$ cat config.mk
export PLATFORM = sky130hd
export DESIGN_NAME = pi_vc_buffer
export DESIGN_NICKNAME = d
export VERILOG_FILES = /design/src/rtl/pi_vc_buffer.sv
export SDC_FILE = /design/constraint.sdc
export NUM_CORES = 1
export LEC_CHECK = 0
export BUFFER_PORTS_ARGS = -buffer_cell sky130_fd_sc_hd__buf_2
export CAP_MARGIN = 10
export CORE_ASPECT_RATIO = 0.5
export CORE_MARGIN = 4
export CORE_UTILIZATION = 63
export DETAILED_ROUTE_END_ITERATION = 6
export PLACE_DENSITY = 0.84
export SETUP_SLACK_MARGIN = 0.4
export SLEW_MARGIN = 20
export SYNTH_ARGS = -nofsm -noshare
export SYNTH_HDL_FRONTEND = slang
export SYNTH_SLANG_ARGS = --single-unit
$ cat constraint.sdc
create_clock -name clk -period 4.9 [get_ports clk]
set_clock_uncertainty 0.2 [all_clocks]
set_input_delay 1.47 -clock clk [delete_from_list [all_inputs] [get_ports clk]]
set_output_delay 1.47 -clock clk [all_outputs]
set_load 0.02 [all_outputs]
$ cat src/rtl/pi_vc_buffer.sv
// Per-VC input buffer between a single-payload switch output and a VC-parallel switch input.
// One FIFO per virtual channel; head flit presented per VC, advisory backpressure upstream.
module pi_vc_buffer #(
  parameter int A_W      = 4,
  parameter int D_W      = 3,
  parameter int VC_W     = 2,
  parameter int DEPTH    = 4,
  parameter int BP_SLACK = 1
) (
  input  logic                          clk,
  input  logic                          rst,
  input  logic [A_W+D_W:0]              i,
  input  logic [VC_W-1:0]               i_v,
  output logic [VC_W-1:0]               i_bp,
  output logic [VC_W*(A_W+D_W+1)-1:0]   o,
  output logic [VC_W-1:0]               o_v,
  input  logic [VC_W-1:0]               o_bp,
  output logic [VC_W-1:0]               err_overflow,
  output logic                          err_multi_v
);

  localparam int P_W   = A_W + D_W + 1;
  localparam int PTR_W = (DEPTH > 1) ? $clog2(DEPTH) : 1;
  localparam int CNT_W = $clog2(DEPTH + 1);

  localparam logic [PTR_W-1:0] PTR_LAST = PTR_W'(DEPTH - 1);
  localparam logic [CNT_W-1:0] CNT_FULL = CNT_W'(DEPTH);
  localparam logic [CNT_W-1:0] CNT_BP   = CNT_W'(DEPTH - BP_SLACK);

  // Clearing the lowest set bit leaves something only when two or more bits are set.
  logic multi_hot;
  assign multi_hot = |(i_v & (i_v - VC_W'(1)));

  logic err_multi_v_reg;

  always_ff @(posedge clk or negedge rst) begin
    if (!rst) begin
      err_multi_v_reg <= 1'b0;
    end else if (multi_hot) begin
      err_multi_v_reg <= 1'b1;
    end
  end

  assign err_multi_v = err_multi_v_reg;

  genvar gi;
  generate
    for (gi = 0; gi < VC_W; gi++) begin : g_vc
      logic [P_W-1:0]   mem [DEPTH];
      logic [PTR_W-1:0] wr_ptr_reg;
      logic [PTR_W-1:0] rd_ptr_reg;
      logic [CNT_W-1:0] count_reg;
      logic             err_overflow_reg;
      logic             full;
      logic             push;
      logic             pop;
      logic             overflow;

      assign full     = (count_reg == CNT_FULL);
      assign pop      = o_v[gi] && !o_bp[gi];
      // A full FIFO still accepts when its head leaves in the same cycle.
      assign push     = i_v[gi] && !multi_hot && (!full || pop);
      assign overflow = i_v[gi] && full && !pop;

      always_ff @(posedge clk or negedge rst) begin
        if (!rst) begin
          wr_ptr_reg       <= '0;
          rd_ptr_reg       <= '0;
          count_reg        <= '0;
          err_overflow_reg <= 1'b0;
        end else begin
          if (push) begin
            wr_ptr_reg <= (wr_ptr_reg == PTR_LAST) ? '0 : wr_ptr_reg + PTR_W'(1);
          end
          if (pop) begin
            rd_ptr_reg <= (rd_ptr_reg == PTR_LAST) ? '0 : rd_ptr_reg + PTR_W'(1);
          end
          case ({push, pop})
            2'b10:   count_reg <= count_reg + CNT_W'(1);
            2'b01:   count_reg <= count_reg - CNT_W'(1);
            default: count_reg <= count_reg;
          endcase
          if (overflow) begin
            err_overflow_reg <= 1'b1;
          end
        end
      end

      // Storage is deliberately left out of reset.
      always_ff @(posedge clk) begin
        if (push) begin
          mem[wr_ptr_reg] <= i;
        end
      end

      assign o_v[gi]          = (count_reg != '0);
      assign i_bp[gi]         = (count_reg >= CNT_BP);
      assign o[gi*P_W +: P_W] = o_v[gi] ? mem[rd_ptr_reg] : '0;
      assign err_overflow[gi] = err_overflow_reg;
    end
  endgenerate

endmodule
==> metrics <==
vias in the first global route=roughly 2100; die area=around 7100 sq um; hold path endpoint=err_multi_v$_DFFE_PN0P_; H-tree depth reported by CTS=3; R2R Path Start=g_vc[1].count_reg[2]$_DFFE_PN0P_; Tot GR Track Use=0.209; Vias=2013; max FFs per register=64; RR Endpoint=g_vc[1].count_reg[2]$_DFFE_PN0P_; global-route wire length before repair=roughly 11000 um; Adder-Cell Fraction of Synth Area=0.0457; maxcap violations=0; CTS clk-pin slew, worst paths=0.06 ns; Via density=5.87; TNS Setup=0 ns; Reg area=around 2300 sq um; CTS max path bufs=2; Pre-Repair DR Iteration Count=4; Synth Area per Inst=15.6 sq um; Yosys top cell area share=0.532; Post-Synth XOR/XNOR Area=0.00485; number of port buffers=36; Worst Reg2Reg Path Length in Cells=8; row count=19; most common cell after layout, fill and taps aside=edfxtp_1; drt total wl=6500 um; Crit. End Element=output pin; drt first-iter violations=233; ranking of synthesized cells by area=edfxtp_1, dfrtp_1, mux4_2, ha_1, nor2b_1; Yosys reg bits=81; CP startpoint kind=register; drt drc=0; cell taking the most area after synthesis=edfxtp_1; min-delay worst type=register to register; cell area after technology mapping=about 3600 sq um; Setup CP Type=register to output pin; Post-CTS Resized=0; post-synthesis mux area share=0.112; Worst Max-Slew Pin Slew=between 0.6 and 0.7 ns; postcts setup bufs=0; Post-CTS Hold Fix Bufs=0; Buf/Inv on CP=1; Synth Area in Compound Gates=0.0599; setup slack, reg-to-reg=~2.4 ns; Worst VDD drop=~460 uV; die height=just over 60 um; post-DR wirelength/cell=about 19 um; Period minus WS final=3.64 ns; clk sink count=between 80 and 90; CP delay by family, top=flip-flops; Worst Path Arrival=approximately 2 ns; # diodes=0; HP Start=err_multi_v$_DFFE_PN0P_; Layout area overhead=14.0%; YS warnings=0; unrepaired setup endpoints after global routing=no; share of cells above drive strength 1=0.285; CTS root buffer=clkbuf_16; CP max stage delay=roughly 0.74 ns; Synth Area in Simple Gates=0.0925; Syn Nets=258; design area=just over 4000 sq um; cell area power density=around 630 nW/um^2; clock buffer count from CTS=9; final setup fails=0; crit-path cells=mux4_2 > nor2b_1 > buf_2; fin. max-slew vios=0; headroom to the max-slew limit=0.586; nets=291; Starting Density=0.655; register area share after synthesis=0.650; cells after synthesis=between 200 and 250; antenna violations before repair=0; largest net degree at the start of global routing=18; LEAKAGE=0.00156 uW; Chip Width=115 um; GRT overflow=0; Highest Clock Rate=between 200 and 300 MHz; Fillers=between 300 and 400; DP Area=approximately 3800 sq um; status=finished, final reports clean; commonest cells after routing, fill and taps aside=edfxtp_1, buf_2, nor2b_1, dfrtp_1, mux4_2; Top Ports=37; post-route ant nets=0; largest family of logic cells by synthesized area=multiplexers; Distinct cells, synth=33; footprint of the multi-input gates=1140 sq um; Worst Hold Depth=1; later-pin clock latency in the skew report=approximately 0.33 ns; gp weighted congestion=between 0.7 and 0.8; core box area=approximately 5500 sq um; worst-path cell with the longest stage delay=dfrtp_1; WP data required=between 3 and 4 ns; final period utilization=0.742; crit path max fanout=11; Final Hold Vio Count=0; CTS tree=yes; HPWL after detailed placement=around 4400 um
==> routing by layer <==
metal / wire [um] / track usage / vias up
met5: 0 / 0 / -
met4: 94 / 0.0753 / 0
met3: 447 / 0.0618 / 12
met2: 3190 / 0.339 / 67
met1: 2770 / 0.276 / 1005
li1: - / - / 929
==> worst register-to-register path, stage by stage, from the launching register on <==
cell	delay, ns
dfrtp_1	0.47
nor3_1	0.10
buf_4	0.19
or3_1	0.34
fa_1	0.41
nor3b_1	0.27
nand2_1	0.11
a32oi_1	0.19
o21ai_1	0.09
==> report_power, final <==
| group | leakage, uW | switching [uW] | internal (uW) |
|---|---|---|---|
| combinational | 0.000631 | 477 | 408 |
| sequential | 0.000779 | 164 | 864 |
| clock | 0.000144 | 278 | 399 |
| total | 0.00156 | 919 | 1670 |
==> per-stage QoR <==
stage | util | std cells | power (uW) | hold WS (ns) | setup WS (ns)
after global placement | 0.692 | 327 | 1870 | 0.234 | 1.38
after detailed placement | 0.692 | 327 | 1930 | 0.244 | 1.28
final | 0.747 | 343 | 2590 | 0.251 | 1.26
after CTS | 0.747 | 343 | 2620 | 0.258 | 1.16
after floorplan | - | 232 | 1680 | 0.238 | 1.61
after global routing | 0.747 | 343 | 2750 | 0.285 | 1.08
==> worst max path at each step <==
stage                                       from                          endpoint  slack, ns  cells past startpoint
5_1_grt        g_vc[1].rd_ptr_reg[0]$_DFFE_PN0P_                             o[13]       1.08                      3
2_1_floorplan                            o_bp[0]  g_vc[0].count_reg[2]$_DFFE_PN0P_       1.61                      7
4_1_cts        g_vc[1].rd_ptr_reg[0]$_DFFE_PN0P_                             o[13]       1.16                      3
3_5_place_dp                              i_v[0]  g_vc[1].count_reg[2]$_DFFE_PN0P_       1.28                      8
3_3_place_gp                              i_v[0]  g_vc[1].count_reg[2]$_DFFE_PN0P_       1.38                      8
6_report       g_vc[1].rd_ptr_reg[0]$_DFFE_PN0P_                             o[13]       1.26                      3
==> kinds of logic (layout without fill, tap and decap cells) <==
family	count (synthesis)	in the layout
adders and majority gates	12	12
and+or+nand+nor	58	58
muxes	20	20
buffers and inverters	28	66
AOI/OAI and AO/OA	31	31
DFF	81	81
xor gates and xnor gates	2	2
==> area by class of cell <==
cell class	count	share of cell area
clock buffers	9	0.0547
clock inverters	7	0.0185
well taps	73	0.0222
repair buffers	38	0.0474
flip-flops and latches	81	0.570
inverters	12	0.0109
multi-input cells	123	0.276
==> cells in the mapped netlist (all sizes together) <==
| cell type | n |
|---|---|
| dfrtp | 17 |
| a32oi | 2 |
| and2b | 1 |
| mux2 | 4 |
| nor2b | 17 |
| nand2 | 6 |
| a41o | 2 |
| xnor2 | 2 |
| mux4 | 16 |
| nand2b | 2 |
| nor2 | 14 |
| nor3 | 2 |
| or3 | 2 |
| nor3b | 2 |
| ha | 10 |
| o21ai | 14 |
| edfxtp | 64 |
| inv | 12 |
| nand3b | 2 |
| a211o | 4 |
| fa | 2 |
| a21o | 3 |
| o31a | 2 |
| buf | 11 |
| o31ai | 2 |
| and2 | 10 |
| a31oi | 2 |
| clkbuf | 5 |
Note: power is estimated with default switching activity, not from simulation.
